===== config.mk =====
export PLATFORM = sky130hd
export DESIGN_NAME = reg_writeback
export DESIGN_NICKNAME = d
export VERILOG_FILES = /design/src/rtl/reg_writeback.sv
export SDC_FILE = /design/constraint.sdc
export NUM_CORES = 1
export LEC_CHECK = 0
export CAP_MARGIN = 20
export CORE_MARGIN = 2
export CORE_UTILIZATION = 45
export DETAILED_ROUTE_END_ITERATION = 16
export HOLD_SLACK_MARGIN = 0.05
export PLACE_DENSITY_LB_ADDON = 0.15
export SYNTH_ARGS = -nofsm -noshare
export SYNTH_HDL_FRONTEND = slang
export SYNTH_SLANG_ARGS = --single-unit

===== constraint.sdc =====
create_clock -name clk -period 3.8 [get_ports clk]
set_input_delay 0.76 -clock clk [delete_from_list [all_inputs] [get_ports clk]]
set_output_delay 0.76 -clock clk [all_outputs]
set_load 0.02 [all_outputs]

===== src/rtl/reg_writeback.sv =====
// Write-side front end for the 32x32 register file. ALU results and load
// returns go into one write queue, and the queue drains one register write
// per cycle. A pending-write scoreboard covers outstanding loads, queued
// entries and the write currently on the port.
module reg_writeback #(
    parameter int QDEPTH = 4,
    parameter int LDEPTH = 4
) (
    input  logic        clk,
    input  logic        rst,
    input  logic        alu_valid,
    output logic        alu_ready,
    input  logic [31:0] alu_inst,
    input  logic        alu_alusrc,
    input  logic [31:0] alu_result,
    input  logic        ld_issue,
    output logic        ld_issue_ready,
    input  logic [31:0] ld_inst,
    input  logic        ld_valid,
    output logic        ld_ready,
    input  logic [31:0] ld_data,
    input  logic        wb_hold,
    output logic        regwrite,
    output logic        alusrc,
    output logic [31:0] instdata,
    output logic [31:0] wdata,
    output logic [31:0] pending,
    output logic        ld_err
);
    localparam int QA = $clog2(QDEPTH);
    localparam int LA = $clog2(LDEPTH);

    // The register file picks rt when alusrc=1 and rd when alusrc=0.
    function automatic logic [4:0] dest_of(input logic src, input logic [31:0] inst);
        return src ? inst[20:16] : inst[15:11];
    endfunction

    logic          q_src  [QDEPTH];
    logic [31:0]   q_inst [QDEPTH];
    logic [31:0]   q_data [QDEPTH];
    logic [QA-1:0] q_rd, q_wr;
    logic [QA:0]   q_cnt;

    logic [31:0]   t_inst [LDEPTH];
    logic [LA-1:0] t_rd, t_wr;
    logic [LA:0]   t_cnt;

    logic        q_full, t_empty, t_full;
    logic        ld_acc, alu_acc, tag_push, push_en, pop_en;
    logic        push_src;
    logic [31:0] push_inst, push_data;
    logic [31:0] pend;

    assign q_full  = (q_cnt == (QA+1)'(QDEPTH));
    assign t_empty = (t_cnt == '0);
    assign t_full  = (t_cnt == (LA+1)'(LDEPTH));

    assign ld_issue_ready = !t_full;
    assign ld_ready       = !q_full && !t_empty;
    assign alu_ready      = !q_full && !(ld_valid && ld_ready);
    assign ld_acc         = ld_valid && ld_ready;
    assign alu_acc        = alu_valid && alu_ready;
    assign tag_push       = ld_issue && ld_issue_ready;
    assign pop_en         = (q_cnt != '0) && !wb_hold;

    // Select the entry to enqueue; load returns win over ALU results, and
    // writes to register 0 are consumed without being queued.
    always_comb begin
        push_src  = 1'b0;
        push_inst = '0;
        push_data = '0;
        if (ld_acc) begin
            push_src  = 1'b1;
            push_inst = t_inst[t_rd];
            push_data = ld_data;
        end else if (alu_acc) begin
            push_src  = alu_alusrc;
            push_inst = alu_inst;
            push_data = alu_result;
        end
        push_en = (ld_acc || alu_acc) && (dest_of(push_src, push_inst) != 5'd0);
    end

    // Write queue storage; contents need no reset since the count gates validity.
    always_ff @(posedge clk) begin
        if (push_en) begin
            q_src[q_wr]  <= push_src;
            q_inst[q_wr] <= push_inst;
            q_data[q_wr] <= push_data;
        end
    end

    // Write queue pointers and occupancy.
    always_ff @(posedge clk) begin
        if (rst) begin
            q_rd  <= '0;
            q_wr  <= '0;
            q_cnt <= '0;
        end else begin
            if (push_en) q_wr <= q_wr + 1'b1;
            if (pop_en)  q_rd <= q_rd + 1'b1;
            if (push_en && !pop_en)      q_cnt <= q_cnt + 1'b1;
            else if (!push_en && pop_en) q_cnt <= q_cnt - 1'b1;
        end
    end

    // Load tag FIFO storage, holding the instruction words of issued loads.
    always_ff @(posedge clk) begin
        if (tag_push) t_inst[t_wr] <= ld_inst;
    end

    // Load tag FIFO pointers and occupancy.
    always_ff @(posedge clk) begin
        if (rst) begin
            t_rd  <= '0;
            t_wr  <= '0;
            t_cnt <= '0;
        end else begin
            if (tag_push) t_wr <= t_wr + 1'b1;
            if (ld_acc)   t_rd <= t_rd + 1'b1;
            if (tag_push && !ld_acc)      t_cnt <= t_cnt + 1'b1;
            else if (!tag_push && ld_acc) t_cnt <= t_cnt - 1'b1;
        end
    end

    // Write port register; the payload holds its last value when idle.
    always_ff @(posedge clk) begin
        if (rst) begin
            regwrite <= 1'b0;
            alusrc   <= 1'b0;
            instdata <= '0;
            wdata    <= '0;
        end else if (pop_en) begin
            regwrite <= 1'b1;
            alusrc   <= q_src[q_rd];
            instdata <= q_inst[q_rd];
            wdata    <= q_data[q_rd];
        end else begin
            regwrite <= 1'b0;
        end
    end

    // A load return with no outstanding load is a protocol error; stays set.
    always_ff @(posedge clk) begin
        if (rst)                       ld_err <= 1'b0;
        else if (ld_valid && t_empty)  ld_err <= 1'b1;
    end

    // Scoreboard: mark every register with an outstanding, queued or in-flight write.
    always_comb begin
        pend = '0;
        for (int j = 0; j < LDEPTH; j++) begin
            if ({1'b0, LA'(j) - t_rd} < t_cnt) pend[t_inst[j][20:16]] = 1'b1;
        end
        for (int j = 0; j < QDEPTH; j++) begin
            if ({1'b0, QA'(j) - q_rd} < q_cnt) pend[dest_of(q_src[j], q_inst[j])] = 1'b1;
        end
        if (regwrite) pend[dest_of(alusrc, instdata)] = 1'b1;
        pend[0] = 1'b0;
    end

    assign pending = pend;

endmodule


# == Yosys cells after proc, flatten, opt, wreduce, memory -nomap -nowiden ==
# Memory sizes are Yosys's and may differ from the RTL's. A register that Yosys moved wholly into a read port is not among the register bits.
# Cells that the tools add are included.
# classes
n_addsub,16
n_lt_le_gt_ge,26
eq_ne,2
n_mux,50
bitwise,8
n_reduce_logical,35
# op_table
operator,n
32-bit two-way mux,13
32-bit OR,8
"5-bit by 6-bit < comparator with 1-bit output, second input constant",9
1-bit demux with 5-bit select,9
"5-bit by 1-bit greater-or-equal comparator with 1-bit output, second input constant",9
5-bit two-way mux,6
2-bit by 3-bit < comparator with 1-bit output,8
1-bit logical AND,21
1-bit two-way mux,16
3-bit two-way mux,4
"2-bit by 1-bit adder with 2-bit output, second input constant",4
1-bit logical NOT,8
"1-bit by 2-bit subtractor with 2-bit output, first input constant",4
"2-bit subtractor, first input constant",4
"3-bit by 1-bit adder with 3-bit output, second input constant",2
"3-bit equality test, second input constant",2
"3-bit by 1-bit subtractor with 3-bit output, second input constant",2
5-bit nonzero test,1
2-bit two-way mux,2
2-bit nonzero test,2
3-bit logical NOT,1
3-bit nonzero test,1
1-bit logical OR,1
# totals
ff_bits,16
ramBits,388
input_bits,135
out_inout_bits,102
word_cells,149
mem_count,4
# mem_list
name,words,word_bits,read_ports,rd_ports_with_merged_regs,wr,line,text
q_data,4,32,1,1,1,40,logic [31:0] q_data [QDEPTH];
q_inst,4,32,5,1,1,39,logic [31:0] q_inst [QDEPTH];
t_inst,4,32,5,1,1,44,logic [31:0] t_inst [LDEPTH];
q_src,4,1,5,1,1,38,logic q_src [QDEPTH];

# == Logic depth before layout (Yosys ltp) ==
# Gate-level depths: netlist of the first run.
# An unclocked memory read counts as a cell.
# logic_depth
depth_word,22
depth_mapped,13
ltp_nobuf,10

# == Worst setup path before layout of the first run ==
# No wires, ideal clock.
# synth_path
path_kind,in2reg
start,in alu_valid
end,"mem q_data[2][0], enable pin"
setup_time_ns,0.430
t_arrival_ns,3.402
required_time_ns,3.370
path_slack_ns,-0.032
stages,5
n_path_buf,1
cell_sequence,clkbuf_1 > nand2_1 > o221a_1 > a221oi_4 > and2_1
# synth_via
elab_chain_len,8
word_cells_on_any_way,11
cone_classes,mux (7); reduce/logical (4)
# synth_lines
element,line,text
start: declaration,11,"input logic alu_valid,"
1-bit logical AND *,62,assign alu_acc = alu_valid && alu_ready;
32-bit two-way mux / 1-bit two-way mux (equally long branches),76,end else if (alu_acc) begin
32-bit two-way mux / 1-bit two-way mux (equally long branches),72,if (ld_acc) begin
5-bit two-way mux,35,return src ? inst[20:16] : inst[15:11];
5-bit nonzero test,81,"push_en = (ld_acc || alu_acc) && (dest_of(push_src, push_inst) != 5'd0);"
1-bit logical AND *,81,
net push_en,49,"logic ld_acc, alu_acc, tag_push, push_en, pop_en;"
1-bit two-way mux *,86,if (push_en) begin
1-bit two-way mux (implied by the code) *,89,q_data[q_wr] <= push_data;
end: declaration,40,
# Mark *: on every way through the listed nets, which the timed path passes. The rest lies on a longest branch.

# == Final worst setup path of the first run ==
# layout_path
start,reg q_rd[1]
end,out pending[11]
# layout_via
elab_chain_len,11
word_cells_on_any_way,17
cone_classes,add/sub (4); order compare (4); mux (5); bitwise (4)
# layout_lines
element,line,text
start: declaration,41,"logic [QA-1:0] q_rd, q_wr;"
start signal: assignment,101,if (pop_en) q_rd <= q_rd + 1'b1;
1-bit by 2-bit subtractor with 2-bit output,156,"if ({1'b0, QA'(j) - q_rd} < q_cnt) pend[dest_of(q_src[j], q_inst[j])] = 1'b1;"
2-bit by 3-bit < comparator with 1-bit output,156,
32-bit two-way mux,156,
32-bit OR (no line),n/a,
32-bit two-way mux,156,
32-bit OR (no line),n/a,
32-bit two-way mux,156,
32-bit OR (no line),n/a,
32-bit two-way mux *,156,
32-bit OR (no line),n/a,
32-bit two-way mux *,158,"if (regwrite) pend[dest_of(alusrc, instdata)] = 1'b1;"
end: declaration,27,"output logic [31:0] pending,"
# Mark *: on every way between the ends. The rest lies on a longest branch, timed or not.

==> impl_metrics.csv, run 1 <==
group,metric,value,unit
pwr,powerDensity,748.3,mW/mm2
die,fp.dieW,221.1,um
timing,slew_headroom,31.61,%
timing,holdWs,0.4520,ns
placement,gp_congestion,0.9482,
run_status,outcome,"complete, no violations",
setup_path,crit_required,3.04,ns
placement,port_buffers,235,
pwr,irDropWorstVdd,511.9,uV
setup_path,crit_fanout,8,
setup_path,worst-path-buf-inv,3,
final_layout,fin_util,57.07,%
placement,placed_area,0.02472,mm2
flow_run,drv_cap,0,
timing,hold_viol_final,0,
hold_path,hold_path_startpoint,"wdata[26]",
logic_synthesis,synth_edf_count,388,
setup_path,cp-end-kind,"primary output",
grt,antenna_found_initial,2,
detailed_routing,num_vias,14700,
die,die-area,0.04889,mm2
logic_synthesis,syn-num-nets,1666,
detailed_routing,wl_per_cell,25.64,um
detailed_routing,totalWireLength,62.76,mm
logic_synthesis,synth_top_area_share,54.93,%
die,start_util,45.56,%
setup_path,crit_chain,"xnor2_2 > inv_1 > ha_1 > a21oi_4 > o21ai_1 > buf_6 > o221ai_1 > or4_4 > clkdlybuf4s15_1",
clock_network,clock_tree.buffer_depth,3,
detailed_routing,via_per_inst,6.006,
die,coreArea,0.04656,mm2
timing,finalCritPeriodShare,98.27,%
grt,grt_pass1_wl,93.45,mm
grt,grt_pass1_vias,14740,
logic_synthesis,ys_top_cells_by_area,"edfxtp_1 (55%), mux4_2 (10%), dfxtp_1 (7.8%)",
timing,timing.fmax,267.8,MHz
clock_network,tritoncts,"built",
detailed_routing,firstDrtPassIters,5,
logic_synthesis,synthMostInstantiatedCell,"edfxtp_1",
final_layout,num-fill-cells,3726,
grt,track_usage,25.39,%
die,rows,79,
timing,period_needed,3.734,ns
pwr,p_total,19.88,mW
setup_path,crit_start,"q_rd[1]",
setup_path,criticalPathCategory,"reg -> out",
clock_network,cts_sinks,471,
logic_synthesis,yosysWarnings,0,
timing,tightest_slew,1.026,ns
grt,grt_overflow_total,0,
logic_synthesis,syn_inst,1511,
logic_synthesis,synthTopCellsByCount,"edfxtp_1 (388), nand2_1 (193), mux4_2 (96)",
setup_path,rr_startpoint,"t_cnt[2]",
clock_network,insertion_delay,0.58,ns
final_layout,nets,1956,
setup_path,cp_top_family,"buffers and inverters",
logic_synthesis,synth_top_cell_by_area,"edfxtp_1",
final_layout,multi_input_area,0.007612,mm2
setup_path,slowest_delay,0.52,ns
grt,grt_max_degree,68,
die,die_height,221.1,um
clock_network,clk_pin_slew_worst_paths,0.06,ns
final_layout,drive_gt1_share,18.42,%
setup_path,critPathArrivalTime,2.97,ns
clock_network,hold_buffers,0,
detailed_routing,drt_iter0_drc,1108,
timing,drv_slew,0,
logic_synthesis,synth_area,0.02121,mm2
timing,final-setup-viol-count,0,
logic_synthesis,syn_avg_cell_area,14.04,um2
clock_network,cts-root-buf,"clkbuf_16",
logic_synthesis,synth-seq-cells,471,
timing,rsz0062_at_grt,"true",
clock_network,cts_made_buffers,48,
final_layout,regArea,0.01333,mm2
final_layout,areaGrowthSynthToFinish,25.27,%
clock_network,htreeDepth,2,
placement,dp_hpwl,44.59,mm
detailed_routing,antenna_left,0,
timing,finClkSkew,0.01922,ns
hold_path,hold_class,"reg -> reg",
final_layout,post-route-cell-area,0.02657,mm2
logic_synthesis,yosys.cell_types.count,71,
logic_synthesis,seq_area_frac_synth,62.76,%
logic_synthesis,postSynth.asyncResetShare,0,%
die,io_pins,237,
detailed_routing,route.detailed.drc,0,
logic_synthesis,synthFlopType,"edfxtp_1",
pwr,cellLeakagePower,8.943,nW
setup_path,start_kind,"flop",
setup_path,crit_path_top_delay_cell,"or4_4",
==> power by group <==
part / switching [mW] / internal [mW]
combinational: 4.43 / 3.16
clock: 1.90 / 2.61
sequential: 0.573 / 7.20
total: 6.90 / 13.0
==> area by class of cell <==
| type | count | area share, % |
|---|---|---|
| diodes | 1 | 0.009418 |
| flip-flops and latches | 471 | 50.16 |
| well taps | 607 | 2.858 |
| multi-input cells | 912 | 28.65 |
| clock inverters | 23 | 0.7346 |
| clock buffers | 66 | 4.925 |
| repair buffers | 332 | 12.16 |
| inverters | 36 | 0.5085 |
==> worst register-to-register path, delay by kind of cell, from the launching register on <==
kind	cells	cell delay [ns]
simple gates	2	0.54
buf+inv	2	0.26
compound gates	4	1.42
xor+xnor	1	0.18
flops	1	0.32
fa+ha+maj	2	0.60
==> per-stage QoR <==
| step | setup TNS (ns) | instances | setup WS (ns) |
|---|---|---|---|
| 6_report | 0 | 2448 | 0.06589 |
| 5_1_grt | -0.1369 | 2447 | -0.04506 |
| 4_1_cts | -0.07035 | 2443 | -0.04609 |
| 3_5_place_dp | 0 | 2342 | 0.03304 |
| 3_3_place_gp | 0 | 2342 | 0.04240 |
| 2_1_floorplan | 0 | 1511 | 0.2108 |
==> cells in the final DEF, fill, tap and decap left out, drive strengths merged, types with 10 or more instances in the layout <==
cell type and count:
a21oi 87, a22o 56, buf 98, clkbuf 75, clkdlybuf4s50 203, clkinv 19, dfxtp 83, dlygate4sd2 15
edfxtp 388, ha 18, inv 37, mux2i 10, mux4 97, nand2 193, nand2b 25, nand3 27
nand3b 19, nand4 31, nor2 49, nor3b 11, o211ai 10, o21ai 18, o221ai 62, o22ai 25
o32ai 11, or3 17, or3b 10, or4 20
==> registers in the layout (all words and copies together), names as in the netlist, named ones only <==
register / flops
q_rd: 2
alusrc: 1
t_wr: 2
t_rd: 2
wdata: 32
q_inst: 128
q_src: 4
instdata: 32
ld_err: 1
q_data: 128
q_wr: 2
q_cnt: 3
t_cnt: 3
t_inst: 128
regwrite: 1
==> repair_timing <==
item	in CTS	in global routing
resized for setup	68	31
cloned	0	0
setup buffers	12	3
pin swaps	4	3
endpoints found under the hold margin	0	0
endpoints found under the setup margin	31	26
==> cells by family (layout without fill, tap and decap cells) <==
group	Yosys count	in the layout	share of synthesized area [%]
buf+inv	128	457	2.418
simple gates	451	451	10.91
mux	112	112	11.07
compound gates	317	317	11.12
xor+xnor	11	11	0.4542
other cells	1	2	0.01768
flops	471	471	62.76
fa+ha+maj	20	20	1.251
==> worst paths after layout <==
| kind | to | slack (ns) | cells past startpoint |
|---|---|---|---|
| worst max register to register | q_cnt[2] | 0.41 | 11 |
| worst min-delay path | wdata[26] | 0.45 | 2 |
| worst min register to register | wdata[26] | 0.45 | 2 |
| worst max-delay path | pending[11] | 0.07 | 9 |
==> routing by layer <==
| layer | wire length, um | track usage [%] |
|---|---|---|
| met1 | 28090 | 35.98 |
| met2 | 29360 | 40.25 |
| met3 | 3671 | 4.647 |
| met4 | 1607 | 7.426 |
| met5 | 27 | 0 |
Note: power is estimated with default switching activity, not from simulation.
==> inputs of run 2 (changes only) <==
CORE_MARGIN = 10   (was 2)
SETUP_SLACK_MARGIN = 0.15   (was unset)
==> run 2 against run 1 <==
Clock-buffer cell count rose by 1. Critical endpoint is now pending[8]. Critical path type unchanged. Non-clock buffer count rose by 19. Sequential share of layout area is 0.86 points lower.
==> impl_metrics.csv, run 2 (synthesis results as in run 1) <==
group,metric,value,unit
detailed_routing,totalWireLength,63.90,mm
setup_path,crit_chain,"xnor2_2 > inv_1 > ha_4 > a21o_1 > a211oi_1 > a221o_1 > or4b_4 > buf_4",
setup_path,crit_path_top_delay_cell,"or4b_4",
final_layout,drive_gt1_share,23.04,%
die,coreArea,0.04656,mm2
die,start_util,45.56,%
timing,timing.fmax,277.7,MHz
detailed_routing,wl_per_cell,25.87,um
pwr,irDropWorstVdd,553.0,uV
grt,grt_pass1_wl,96.28,mm
timing,hold_viol_final,0,
hold_path,hold_class,"reg -> reg",
setup_path,crit_fanout,3,
setup_path,start_kind,"flop",
clock_network,clock_tree.buffer_depth,3,
die,io_pins,237,
pwr,sequentialPowerShare,37.9,%
run_status,outcome,"complete, no violations",
timing,final-setup-viol-count,0,
clock_network,cts-root-buf,"clkbuf_16",
final_layout,top_regs,"q_data: 128 flops, q_inst: 128 flops, t_inst: 128 flops",
pwr,power.switching,7.080,mW
timing,rsz0062_at_grt,"true",
pwr,powerDensity,757.0,mW/mm2
timing,finalSetupTns,0,ns
setup_path,cp-end-kind,"primary output",
final_layout,layout_common_cells,"edfxtp_1 (388), clkdlybuf4s50_1 (203), nand2_1 (192), buf_4 (102), mux4_2 (96)",
clock_network,cts_sinks,471,
detailed_routing,route.detailed.drc,0,
die,rows,79,
pwr,switching_share,34.60,%
timing,tightest_slew,1.035,ns
grt,grt_pass1_vias,14770,
pwr,cellLeakagePower,9.103,nW
setup_path,criticalPathCategory,"reg -> out",
timing,drv_slew,0,
clock_network,hold_buffers,0,
clock_network,cts_made_buffers,49,
detailed_routing,firstDrtPassIters,5,
setup_path,worst-path-stages,8,
final_layout,final_common_cell,"edfxtp_1",
setup_path,worst-path-buf-inv,2,
pwr,p_comb_share,38.1,%
grt,antenna_found_initial,2,
placement,port_buffers,235,
clock_network,tritoncts,"built",
placement,dp_slack,0.1726,ns
pwr,p_int,13.38,mW
pwr,p_clk_share,24.0,%
clock_network,clk_pin_slew_worst_paths,0.06,ns
grt,grt_overflow_total,0,
detailed_routing,num_vias,14790,
timing,holdWs,0.4506,ns
timing,finClkSkew,0.02595,ns
timing,slew_headroom,31.01,%
timing,fin_ws,0.1987,ns
clock_network,insertion_delay,0.60,ns
timing,period_needed,3.601,ns
final_layout,areaGrowthSynthToFinish,27.42,%
grt,grt_max_degree,68,
clock_network,htreeDepth,2,
setup_path,reg2reg_depth,11,
setup_path,slowest_delay,0.55,ns
setup_path,cp_top_family,"compound AO/OA/AOI/OAI gates",
detailed_routing,drt_iter0_drc,1362,
grt,track_usage,22.21,%
setup_path,critPathArrivalTime,2.84,ns
hold_path,holdPathStages,2,
placement,dp_hpwl,45.11,mm
die,fp.dieW,237.1,um
detailed_routing,antenna_left,0,
die,die_height,237.1,um
placement,gp_congestion,1.007,
pwr,p_total,20.46,mW
timing,finalCritPeriodShare,94.77,%
detailed_routing,via_per_inst,5.989,
flow_run,drv_cap,0,
setup_path,crit_required,3.04,ns
die,die-area,0.05622,mm2
final_layout,nets,1976,
final_layout,num-fill-cells,3740,
run 2: worst paths after layout:
path | from | end | slack (ns)
max | t_rd[1] | pending[8] | 0.20
min | wdata[8] | wdata[8] | 0.45
max reg2reg | t_cnt[2] | q_cnt[2] | 0.51
min reg2reg | wdata[8] | wdata[8] | 0.45
run 2: layer usage:
layer  vias up  routed length (um)  global-route usage [%]
li1       6672                   -                       -
met1      7495               27930                   31.55
met2       538               29580                   34.34
met3        88                4948                   4.411
met4         0                1443                   5.732
met5         -                   0                       0
run 2: timing repair:
action	4_1_cts	5_1_grt
buffers inserted	16	10
pin swaps	10	15
gates resized for setup	157	58
setup endpoints to repair	31	31
gates cloned	0	0
run 2: cell type report:
cell class / instances / area [um2] / share of cell area [%]
multi-input cells: 912 / 7784 / 28.80
flip-flops and latches: 471 / 13320 / 49.30
clock buffers: 67 / 1438 / 5.319
repair buffers: 351 / 3324 / 12.30
diodes: 1 / 2.502 / 0.009258
inverters: 36 / 135.1 / 0.5000
clock inverters: 25 / 261.5 / 0.9675
well taps: 607 / 759.5 / 2.810
run 2: power groups by stage:
| stage | sequential [mW] | clock (mW) | combinational [mW] |
|---|---|---|---|
| 2_1_floorplan | 7.89 | 0 | 4.18 |
| 3_3_place_gp | 7.81 | 0 | 7.33 |
| 3_5_place_dp | 7.88 | 0 | 7.36 |
| 4_1_cts | 7.77 | 5.01 | 7.60 |
| 5_1_grt | 7.87 | 5.22 | 8.36 |
| 6_report | 7.76 | 4.91 | 7.79 |
run 2: tightest hold or removal path, delay by kind of cell (launching register included):
kind | cells | cell delay [ns]
AOI/OAI and AO/OA | 1 | 0.05
DFF | 1 | 0.30
and+or+nand+nor | 1 | 0.05
run 2: through the flow:
| step | util [%] | cells | cell area [um2] |
|---|---|---|---|
| CTS | 57.44 | 2459 | 26740 |
| finish | 58.06 | 2470 | 27030 |
| global placement | 53.26 | 2351 | 24800 |
| floorplan | - | 1511 | 21220 |
| detailed placement | 53.26 | 2351 | 24800 |
| global route | 58.05 | 2469 | 27030 |
==> inputs of run 3 (changes only) <==
PLACE_DENSITY = 0.69   (was unset)
PLACE_DENSITY_LB_ADDON = unset   (was 0.15)
RECOVER_POWER = 25   (was unset)
==> run 3 against run 2 <==
The run now ends with max-capacitance violations, max-slew violations left. Global-route usage rose by 0.35 points. Clock-buffer cell count did not move. Die area did not move. Combinational power rose by 1%. Via count rose by 1.4%. Largest power group unchanged.
==> impl_metrics.csv, run 3 (synthesis results as in run 1) <==
group,metric,value,unit
timing,finalCritPeriodShare,96.06,%
detailed_routing,wl_met3,5.372,mm
final_layout,areaGrowthSynthToFinish,26.74,%
setup_path,crit_start,"t_cnt[1]",
detailed_routing,top_layer,"met5",
clock_network,cts_sinks,471,
die,start_util,45.56,%
detailed_routing,totalWireLength,65.41,mm
die,rows,79,
setup_path,criticalPathCategory,"reg -> out",
setup_path,cp-end-kind,"primary output",
final_layout,regArea,0.01333,mm2
final_layout,nets,1965,
pwr,irDropWorstVdd,490.4,uV
pwr,powerDensity,766.8,mW/mm2
detailed_routing,via_per_inst,6.101,
final_layout,layout_common_cells,"edfxtp_1 (388), nand2_1 (190), clkdlybuf4s50_1 (170), mux4_2 (96), buf_4 (85)",
grt,antenna_found_initial,6,
grt,grt_pass1_wl,96.52,mm
hold_path,hold_class,"reg -> reg",
run_status,outcome,"finished with violations",
timing,period_needed,3.650,ns
final_layout,drive_gt1_share,21.63,%
final_layout,top_regs,"q_data: 128 flops, q_inst: 128 flops, t_inst: 128 flops",
clock_network,clock_tree.buffer_depth,3,
setup_path,start_kind,"flop",
die,coreArea,0.04656,mm2
grt,grt_max_degree,68,
setup_path,critPathArrivalTime,2.89,ns
timing,fin_ws,0.1499,ns
placement,dp_hpwl,46.16,mm
final_layout,multi_input_area,0.007765,mm2
clock_network,hold_buffers,0,
setup_path,crit_fanout,5,
placement,dp.cells,2335,
clock_network,clk_pin_slew_worst_paths,0.06,ns
final_layout,post-route-cell-area,0.02688,mm2
clock_network,cts_made_buffers,47,
clock_network,insertion_delay,0.59,ns
timing,drv_slew,117,
timing,hold_viol_final,0,
grt,grt_overflow_total,0,
grt,grt_pass1_vias,14850,
timing,finalSetupTns,0,ns
run_status,failed_checks,"max-capacitance violations, max-slew violations",
final_layout,final_common_cell,"edfxtp_1",
timing,rsz0062_at_grt,"true",
timing,slew_headroom,-30.76,%
final_layout,num-fill-cells,3678,
flow_run,drv_cap,4,
placement,gp_congestion,0.9929,
placement,placed_area,0.02465,mm2
detailed_routing,route.detailed.drc,0,
clock_network,cts-root-buf,"clkbuf_16",
detailed_routing,drt_iter0_drc,1728,
detailed_routing,wl_per_cell,26.60,um
timing,timing.fmax,274.0,MHz
die,io_pins,237,
detailed_routing,firstDrtPassIters,6,
hold_path,hold_path_startpoint,"instdata[6]",
timing,holdWs,0.4531,ns
timing,tightest_slew,1.961,ns
clock_network,tritoncts,"built",
detailed_routing,antenna_left,0,
placement,dp_slack,0.07244,ns
timing,finClkSkew,0.03343,ns
clock_network,htreeDepth,2,
die,die_height,237.1,um
setup_path,crit_required,3.04,ns
setup_path,rr_startpoint,"t_cnt[1]",
final_layout,final_cells,2459,
placement,port_buffers,235,
detailed_routing,num_vias,15000,
die,fp.dieW,237.1,um
timing,final-setup-viol-count,0,
detailed_routing,wl_met1,28.36,mm
detailed_routing,wl_met2,30.26,mm
die,die-area,0.05622,mm2
grt,track_usage,22.55,%
pwr,cellLeakagePower,9.026,nW
[run 3: cell types whose count changed in the layout (fill, tap and decap cells not counted), moves of 6 or more]
cell	before	now
o221ai_2	14	5
clkdlybuf4s50_1	203	170
clkbuf_1	7	16
buf_4	102	85
dlygate4sd3_1	0	33
o22ai_2	6	0
o221ai_1	46	57
[run 3: area by class of cell]
| cell class | instances | area share [%] |
|---|---|---|
| multi-input cells | 912 | 28.88 |
| diodes | 3 | 0.02793 |
| inverters | 36 | 0.5027 |
| well taps | 607 | 2.825 |
| clock inverters | 21 | 1.112 |
| repair buffers | 342 | 12.02 |
| clock buffers | 67 | 5.031 |
| flip-flops and latches | 471 | 49.60 |
[run 3: metrics by stage]
step	util, %	power [mW]
2_1_floorplan	-	12.07
3_3_place_gp	52.94	15.04
3_5_place_dp	52.94	15.17
4_1_cts	57.12	20.35
5_1_grt	57.73	21.50
6_report	57.74	20.62
[run 3: path summary, 6_finish.rpt]
| path | endpoint | slack [ns] | cells past startpoint |
|---|---|---|---|
| max | pending[8] | 0.15 | 9 |
| min | instdata[6] | 0.45 | 2 |
| max reg2reg | q_cnt[2] | 0.37 | 11 |
| min reg2reg | instdata[6] | 0.45 | 2 |
[run 3: power by group]
| part | internal, mW | switching (mW) |
|---|---|---|
| Sequential | 7.22 | 0.640 |
| Combinational | 3.35 | 4.53 |
| Clock | 2.91 | 1.97 |
| Total | 13.5 | 7.14 |
[run 3: metal layers]
metal	GRT usage, %	up-vias
li1	-	6649
met1	31.31	7537
met2	35.24	689
met3	5.442	120
met4	5.269	8
met5	0	-
[run 3: timing repair]
item                                    CTS  global route
gates resized for setup                 145            57
setup buffers                            25             8
pin swaps                                 9            16
endpoints found under the setup margin   31            29
[run 3: worst max-delay path, stage by stage, from the launching register on]
cell	delay, ns
dfxtp_1	0.34
inv_2	0.09
ha_4	0.29
a21boi_4	0.19
o21a_4	0.17
buf_6	0.14
nor4_1	0.06
a221o_1	0.30
or4b_4	0.58
buf_6	0.16
